<file path="src/rtl/sonar_scheduler.sv">
// Sonar scheduler: fires six ultrasonic rangers one at a time in
// round-robin order and times each echo pulse in microseconds.
// Ports: sys_clk, rst_n (async, low) | run, en_mask[5:0], echo[5:0]
//        -> trig[5:0], busy, result_valid, result_id[2:0],
//           result_us[15:0], result_timeout
module sonar_scheduler #(
  parameter int CLK_PER_US  = 50,
  parameter int TRIG_US     = 10,
  parameter int RISE_TO_US  = 1000,
  parameter int ECHO_MAX_US = 30000,
  parameter int GAP_US      = 10000
) (
  input  logic        sys_clk,
  input  logic        rst_n,
  input  logic        run,
  input  logic [5:0]  en_mask,
  input  logic [5:0]  echo,
  output logic [5:0]  trig,
  output logic        busy,
  output logic        result_valid,
  output logic [2:0]  result_id,
  output logic [15:0] result_us,
  output logic        result_timeout
);

  localparam int PW = (CLK_PER_US > 1) ? $clog2(CLK_PER_US) : 1;
  localparam logic [PW-1:0] PRE_TC = PW'(CLK_PER_US - 1);
  localparam logic [15:0] TRIG_TC = 16'(TRIG_US - 1);
  localparam logic [15:0] RISE_TC = 16'(RISE_TO_US - 1);
  localparam logic [15:0] MAX_TC  = 16'(ECHO_MAX_US - 1);
  localparam logic [15:0] MAX_US  = 16'(ECHO_MAX_US);
  localparam logic [15:0] GAP_TC  = 16'(GAP_US - 1);

  localparam logic [2:0] S_IDLE = 3'd0;
  localparam logic [2:0] S_TRIG = 3'd1;
  localparam logic [2:0] S_WAIT = 3'd2;
  localparam logic [2:0] S_MEAS = 3'd3;
  localparam logic [2:0] S_GAP  = 3'd4;

  logic [5:0]    r_echo_s1;
  logic [5:0]    r_echo_s2;
  logic [2:0]    r_state;
  logic [2:0]    w_state_nxt;
  logic [2:0]    r_idx;
  logic [2:0]    w_idx_nxt;
  logic [2:0]    w_sel_idx;
  logic [2:0]    w_cand;
  logic          w_found;
  logic          w_load;
  logic [PW-1:0] r_pre;
  logic [15:0]   r_us;
  logic          w_tick;
  logic          w_echo;
  logic          w_go;
  logic          w_emit;
  logic [15:0]   w_emit_us;
  logic          w_emit_to;
  logic [5:0]    r_trig;
  logic          r_res_valid;
  logic [2:0]    r_res_id;
  logic [15:0]   r_res_us;
  logic          r_res_to;

  function automatic logic [2:0] wrap6(input logic [2:0] a,
                                       input logic [2:0] k);
    logic [3:0] s;
    s = {1'b0, a} + {1'b0, k};
    return (s >= 4'd6) ? 3'(s - 4'd6) : s[2:0];
  endfunction

  assign w_tick = (r_pre == PRE_TC);
  assign w_echo = r_echo_s2[r_idx];
  assign w_go   = run && (|en_mask);

  // First enabled sonar after the current one, current one last.
  always_comb begin
    w_sel_idx = r_idx;
    w_found   = 1'b0;
    w_cand    = r_idx;
    for (int k = 1; k <= 6; k++) begin
      w_cand = wrap6(r_idx, 3'(k));
      if (!w_found && en_mask[w_cand]) begin
        w_sel_idx = w_cand;
        w_found   = 1'b1;
      end
    end
  end

  always_comb begin
    w_state_nxt = r_state;
    w_load      = 1'b0;
    w_emit      = 1'b0;
    w_emit_us   = 16'd0;
    w_emit_to   = 1'b0;
    unique case (1'b1)
      (r_state == S_IDLE): begin
        if (w_go) begin
          w_state_nxt = S_TRIG;
          w_load      = 1'b1;
        end
      end
      (r_state == S_TRIG): begin
        if (w_tick && r_us == TRIG_TC)
          w_state_nxt = S_WAIT;
      end
      (r_state == S_WAIT): begin
        if (w_echo) begin
          w_state_nxt = S_MEAS;
        end else if (w_tick && r_us == RISE_TC) begin
          w_state_nxt = S_GAP;
          w_emit      = 1'b1;
          w_emit_us   = 16'hFFFF;
          w_emit_to   = 1'b1;
        end
      end
      (r_state == S_MEAS): begin
        if (!w_echo) begin
          // The fall cycle still closes the microsecond in progress,
          // so an N us pulse reports exactly N.
          w_state_nxt = S_GAP;
          w_emit      = 1'b1;
          w_emit_us   = r_us + {15'd0, w_tick};
        end else if (w_tick && r_us == MAX_TC) begin
          w_state_nxt = S_GAP;
          w_emit      = 1'b1;
          w_emit_us   = MAX_US;
          w_emit_to   = 1'b1;
        end
      end
      (r_state == S_GAP): begin
        if (w_tick && r_us == GAP_TC) begin
          w_state_nxt = w_go ? S_TRIG : S_IDLE;
          w_load      = w_go;
        end
      end
      default: w_state_nxt = S_IDLE;
    endcase
  end

  assign w_idx_nxt = w_load ? w_sel_idx : r_idx;

  always_ff @(posedge sys_clk or negedge rst_n) begin
    if (!rst_n) begin
      r_echo_s1 <= 6'd0;
      r_echo_s2 <= 6'd0;
    end else begin
      r_echo_s1 <= echo;
      r_echo_s2 <= r_echo_s1;
    end
  end

  always_ff @(posedge sys_clk or negedge rst_n) begin
    if (!rst_n) begin
      r_state <= S_IDLE;
      r_idx   <= 3'd5;
      r_trig  <= 6'd0;
    end else begin
      r_state <= w_state_nxt;
      r_idx   <= w_idx_nxt;
      r_trig  <= (w_state_nxt == S_TRIG) ? (6'b1 << w_idx_nxt)
                                         : 6'd0;
    end
  end

  // Timebase restarts on every state change.
  always_ff @(posedge sys_clk or negedge rst_n) begin
    if (!rst_n) begin
      r_pre <= '0;
      r_us  <= 16'd0;
    end else if (w_state_nxt != r_state) begin
      r_pre <= '0;
      r_us  <= 16'd0;
    end else if (w_tick) begin
      r_pre <= '0;
      r_us  <= r_us + 16'd1;
    end else begin
      r_pre <= r_pre + 1'b1;
    end
  end

  always_ff @(posedge sys_clk or negedge rst_n) begin
    if (!rst_n) begin
      r_res_valid <= 1'b0;
      r_res_id    <= 3'd0;
      r_res_us    <= 16'd0;
      r_res_to    <= 1'b0;
    end else begin
      r_res_valid <= w_emit;
      if (w_emit) begin
        r_res_id <= r_idx;
        r_res_us <= w_emit_us;
        r_res_to <= w_emit_to;
      end
    end
  end

  assign trig           = r_trig;
  assign busy           = (r_state != S_IDLE);
  assign result_valid   = r_res_valid;
  assign result_id      = r_res_id;
  assign result_us      = r_res_us;
  assign result_timeout = r_res_to;

endmodule
</file>
<file path="config.mk">
export PLATFORM = sky130hd
export DESIGN_NAME = sonar_scheduler
export DESIGN_NICKNAME = d
export VERILOG_FILES = /design/src/rtl/sonar_scheduler.sv
export SDC_FILE = /design/constraint.sdc
export NUM_CORES = 1
export LEC_CHECK = 0
export ABC_CLOCK_PERIOD_IN_PS = 7520
export CAP_MARGIN = 30
export CORE_MARGIN = 4
export CORE_UTILIZATION = 53
export DETAILED_ROUTE_END_ITERATION = 12
export PLACE_DENSITY_LB_ADDON = 0.3
export SYNTH_ARGS = -nofsm -noshare
export SYNTH_HDL_FRONTEND = slang
export SYNTH_SLANG_ARGS = --single-unit
</file>
<file path="constraint.sdc">
create_clock -name sys_clk -period 7.52 [get_ports sys_clk]
set_input_delay 1.128 -clock sys_clk [delete_from_list [all_inputs] [get_ports sys_clk]]
set_output_delay 1.128 -clock sys_clk [all_outputs]
set_load 0.05 [all_outputs]
</file>
==> flow_summary.yaml, run 1 <==
cells_and_area:
  instances_no_fill: 602
  layout.cells.most_common: "dfrtp_1"
  layout_common_cells: "dfrtp_1, nor2_1, nand2_1, clkdlybuf4s50_1, a21oi_1"
  syn2layout_area_growth_pct: 14.1
  final_nets: 525
  layout-drive-gt1-share_pct: 11.8
  design_area_um2: 5010
  n_antenna_cell: 0
sta:
  fin_crit_sh_pct: 56.3
  maxSlewHeadroom_pct: 43.8
  fin_worst_skew_ns: 0.0139
  period_needed_ns: 4.24
  tns_ns: 0
  report.final.slew_viol_count: 0
  post-route-worst-setup-slack_ns: 3.28
  setup_viol_count_final: 0
  rsz0062_at_grt: "false"
  tightest_slew_ns: 0.843
  hold_viol: 0
  max_freq_ghz: 0.236
clock_tree:
  cts.path.max_buffers: 2
  htreeDepth: 3
  cts_setup_buffers: 0
  clk_latency_ns: 0.35
  cts_resized: 0
  path_clk_slew_ns: 0.08
  root_buffer: "clkbuf_8"
  clkSinkCount: 67
  cts_tree: "yes"
  numCtsBuffers: 9
  ctsHoldBuffers: 0
synth:
  netlist_top_cells_area: "dfrtp_1, xnor2_1, ha_1, nor2_1, nand2_1"
  syn_area_um2: 4390
  yosysTopAreaCellShare_pct: 37.0
  yosysSeqAreaShare_pct: 38.2
  synthCells: 469
  synth_nets: 499
  synth_edf_count: 0
  ys.flop_type: "dfrtp_1"
  synth_top_area_cell: "dfrtp_1"
  ys.warnings.count: 0
  synth.avg_cell_area_um2: 9.37
  async_flop_share_pct: 100
  ys_types: 86
  ys_seq_elements: 67
die:
  die_y_um: 99.0
  start_util_pct: 55.7
  rows: 32
  core_area_um2: 7890
  die_w_um: 99.0
  ios: 43
  die-area_um2: 9810
routing:
  wirelength_um: 10200
  via_count: 3619
  avgRoutedWirePerCell_um: 17.0
  antenna_left: 0
  drc_errors: 0
  dr.pass1.iters: 4
  drt_first_iter_violations: 256
  viasPerCell: 6.01
worst_setup_path:
  worst-endpoint-arrival_ns: 4.51
  worst_setup_path_end_kind: "flip-flop"
  cp_max_fo: 30
  required_ns: 7.79
  crit_type: "flip-flop to flip-flop"
  cp-start-kind: "flip-flop"
power_and_ir_drop:
  p_leak_nw: 2.19
  peakVddDrop_v: 0.000113
  powerDensity_nw_per_um2: 143
  p_total_w: 0.000718
place:
  portBuffers: 42
  postPlaceCellArea_um2: 4810
  pre_cts_slack_ns: 3.30
  gp_congestion: 0.912
  hpwl_um: 7220
  placed_cells: 586
global_routing:
  grt_overflow: 0
  grt_max_degree: 68
  antenna_found_initial: 0
  grt_pass1_wl_um: 17400
  track_usage_pct: 21.6
  grt_pass1_vias: 3550
min_path:
  worst_hold_path_type: "flip-flop to flip-flop"
outcome:
  outcome: "completed"
flow_run:
  drv_cap: 0
metal layers:
layer  GRT usage [%]  share of wire (%)  wire, um  vias to the layer above
met2            33.4                 47      4810                      121
li1                -                  -         -                     1745
met3            4.81                5.8       588                       16
met4            7.35                1.8       182                        0
met1            29.9                 45      4620                     1737
met5               0                  0         0                        -
worst max-delay path: stages, from the launching register on:
cell	delay [ns]
dfstp_2	0.94
inv_1	0.25
ha_1	0.84
nand2_1	0.18
a211oi_2	0.58
or4_1	0.34
nor3_1	0.09
or4_4	0.53
a21oi_4	0.23
nor3b_2	0.19
Yosys cell counts (3+ instances only):
master	count
o21ai_1	3
mux2_2	4
or3_1	5
and4_1	3
nand3b_1	3
ha_1	15
a221o_1	5
and3_1	3
inv_1	9
nor2b_1	5
mux2i_1	9
nand2b_1	9
a21oi_1	23
nor3_1	19
dfrtp_1	65
buf_4	4
xnor2_1	22
clkbuf_1	19
o21ai_0	14
buf_2	4
nor4_1	7
or4_1	4
nor2_1	49
nand4_1	12
nand2_1	43
nor3b_2	5
xor2_1	15
nand3_1	15
o22ai_1	4
a211oi_1	6
state kept, by name, summed over array words and instances (netlist names):
register	cells
r_echo_s1	6
r_echo_s2	6
r_idx	3
r_pre	6
r_state	3
r_us	16
result_id	3
result_timeout	1
result_us	16
result_valid	1
trig	6
area by class of cell:
| cell class | instances | area, um2 |
|---|---|---|
| clock buffers | 9 | 124 |
| clock inverters | 7 | 80.1 |
| fillers | 670 | 2880 |
| inverters | 11 | 41.3 |
| multi-input cells | 362 | 2530 |
| flip-flops and latches | 67 | 1680 |
| well taps | 102 | 128 |
| repair buffers | 44 | 430 |
final timing paths:
| check | from | to | slack, ns | cells past startpoint |
|---|---|---|---|---|
| worst max-delay path | r_idx[0] | trig[5] | 3.28 | 9 |
| worst min-delay path | r_echo_s1[3] | r_echo_s2[3] | 0.35 | 0 |
| worst max register to register | r_idx[0] | trig[5] | 3.28 | 9 |
| worst min register to register | r_echo_s1[3] | r_echo_s2[3] | 0.35 | 0 |
| max in group asynchronous | rst_n | r_pre[1] | 6.00 | 2 |
| min in group asynchronous | rst_n | trig[3] | 0.97 | 2 |
kinds of logic after synthesis:
logic type | count (synthesis) | synth area share, %
AOI/OAI and AO/OA | 91 | 15.7
xor gates and xnor gates | 38 | 7.75
adders and majority gates | 15 | 4.27
buffers and inverters | 40 | 4.22
DFF | 67 | 38.2
muxes | 20 | 5.75
and+or+nand+nor | 198 | 24.1
per-stage QoR:
stage               hold WS [ns]  utilization [%]
global route               0.357             63.5
detailed placement         0.335             60.9
finish                     0.351             63.5
global placement           0.334             60.9
CTS                        0.353             63.5
floorplan                  0.331                -
where the power goes:
group	switching, W	internal, W
Clock	0.000156	0.000158
Combinational	0.0000232	0.0000162
Sequential	0.000000761	0.000363
Total	0.000180	0.000538
Power figures use the tool's default switching activity.
==> run 2, diff against run 1 <==
--- a/config.mk
+++ b/config.mk
@@ -5,10 +5,10 @@
 export SDC_FILE = /design/constraint.sdc
 export NUM_CORES = 1
 export LEC_CHECK = 0
-export ABC_CLOCK_PERIOD_IN_PS = 7520
+export ABC_CLOCK_PERIOD_IN_PS = 3800
 export CAP_MARGIN = 30
 export CORE_MARGIN = 4
-export CORE_UTILIZATION = 53
+export CORE_UTILIZATION = 52
 export DETAILED_ROUTE_END_ITERATION = 12
 export PLACE_DENSITY_LB_ADDON = 0.3
 export SYNTH_ARGS = -nofsm -noshare
==> constraint.sdc (replaced) <==
create_clock -name sys_clk -period 3.8 [get_ports sys_clk]
set_input_delay 0.57 -clock sys_clk [delete_from_list [all_inputs] [get_ports sys_clk]]
set_output_delay 0.57 -clock sys_clk [all_outputs]
set_load 0.05 [all_outputs]
==> flow_summary.yaml, run 2 (synthesis gave the netlist of run 1 again) <==
outcome:
  outcome: "completed"
power_and_ir_drop:
  p_seq_share_pct: 53.3
  sw_frac_of_total_pct: 25.0
  powerDensity_nw_per_um2: 265
  combinationalPowerShare_pct: 5.9
  intPower_w: 0.00101
  p_leak_nw: 2.24
  switchingPower_w: 0.000338
  clockPowerShare_pct: 40.7
  peakVddDrop_v: 0.000150
routing:
  via_count: 3720
  wirelength_um: 10400
  dr.pass1.iters: 6
  viasPerCell: 6.02
  avgRoutedWirePerCell_um: 16.8
  drc_errors: 0
  drt_first_iter_violations: 270
  antenna_left: 0
cells_and_area:
  instances_no_fill: 618
  layout-drive-gt1-share_pct: 13.6
  final_util_pct: 61.9
  layout.cells.most_common: "dfrtp_1"
  layout_common_cells: "dfrtp_1, nor2_1, nand2_1, clkdlybuf4s50_1, a21oi_1"
  n_antenna_cell: 0
  syn2layout_area_growth_pct: 15.8
  design_area_um2: 5090
  final_nets: 538
place:
  gp_congestion: 0.884
  portBuffers: 42
  placed_cells: 602
  postPlaceCellArea_um2: 4910
  hpwl_um: 7690
worst_setup_path:
  worst_setup_path_end_kind: "flip-flop"
  crit_type: "flip-flop to flip-flop"
  required_ns: 4.06
  worst-endpoint-arrival_ns: 3.74
  cp_max_fo: 18
  cp-start-kind: "flip-flop"
die:
  start_util_pct: 53.5
  ios: 43
  die_y_um: 99.9
  core_area_um2: 8220
  die_w_um: 99.9
  die-area_um2: 9980
  rows: 33
sta:
  period_needed_ns: 3.48
  max_freq_ghz: 0.288
  fin_crit_sh_pct: 91.5
  hold_viol: 0
  setup_viol_count_final: 0
  report.final.slew_viol_count: 0
  fin_worst_skew_ns: 0.0117
  tightest_slew_ns: 0.784
  rsz0062_at_grt: "false"
  maxSlewHeadroom_pct: 47.7
  tns_ns: 0
clock_tree:
  path_clk_slew_ns: 0.08
  clk_latency_ns: 0.35
  htreeDepth: 3
  ctsHoldBuffers: 0
  clkSinkCount: 67
  root_buffer: "clkbuf_8"
  cts.path.max_buffers: 2
  cts_setup_buffers: 0
  numCtsBuffers: 9
  cts_resized: 0
  cts_tree: "yes"
global_routing:
  grt_pass1_vias: 3547
  track_usage_pct: 21.8
  grt_pass1_wl_um: 17500
  antenna_found_initial: 0
  grt_overflow: 0
  grt_max_degree: 27
min_path:
  worst_hold_path_type: "primary input to asynchronous set/reset pin"
flow_run:
  drv_cap: 0
run 2: changes by cell type in the layout (fill, tap and decap cells not counted):
| cell | change |
|---|---|
| bufinv_16 | -1 |
| clkinv_4 | +2 |
| buf_4 | +13 |
| inv_6 | -2 |
| clkbuf_8 | +1 |
| clkinv_2 | -1 |
| inv_8 | -1 |
| clkbuf_1 | +2 |
run 2: layout make-up:
cell class	count	area, um2
fillers	699	3130
multi-input cells	362	2530
flip-flops and latches	67	1680
repair buffers	57	528
clock buffers	12	145
well taps	105	131
inverters	11	41.3
clock inverters	4	33.8
run 2: metal layers:
layer  up-vias  wire length (um)  global-route usage [%]
met4         0               186                    6.72
met3        21               641                    4.93
met5         -                 0                       0
met2       128              5050                    34.3
met1      1799              4530                    30.1
li1       1772                 -                       -
run 2: critical path: stages, from the launching register on:
cell and delay, ns:
dfstp_2 0.53, inv_1 0.11, ha_1 0.47, buf_4 0.28, o21ba_2 0.17, a22oi_1 0.12, or4_1 0.49, nand3_1 0.14
buf_4 0.16, mux2i_1 0.19, o31ai_1 0.09, o221ai_2 0.38, nor3b_2 0.24
run 2: final timing paths:
path                               from           end  slack (ns)  cells past startpoint
min in group sys_clk       r_echo_s1[1]  r_echo_s2[1]        0.35                      0
max                            r_idx[0]       trig[2]        0.32                     12
max reg2reg                    r_idx[0]       trig[2]        0.32                     12
min reg2reg                r_echo_s1[1]  r_echo_s2[1]        0.35                      0
min                               rst_n       trig[3]        0.13                      1
max in group asynchronous         rst_n       r_us[6]        2.99                      2
run 2: power by group through the flow:
stage	Clock (W)	Combinational [W]	Sequential (W)
final	0.000550	0.0000797	0.000720
after global routing	0.000595	0.0000889	0.000721
after detailed placement	0	0.0000799	0.000735
after floorplan	0	0.0000366	0.000734
after CTS	0.000558	0.0000802	0.000721
after global placement	0	0.0000785	0.000734
run 2: stage by stage:
| stage | hold slack, ns | worst slack [ns] | power (W) |
|---|---|---|---|
| 4_1_cts | 0.138 | 0.355 | 0.00136 |
| 3_5_place_dp | 0.335 | 0.270 | 0.000814 |
| 6_report | 0.133 | 0.323 | 0.00135 |
| 3_3_place_gp | 0.334 | 0.370 | 0.000813 |
| 5_1_grt | 0.158 | 0.0965 | 0.00140 |
| 2_1_floorplan | 0.274 | 0.217 | 0.000771 |
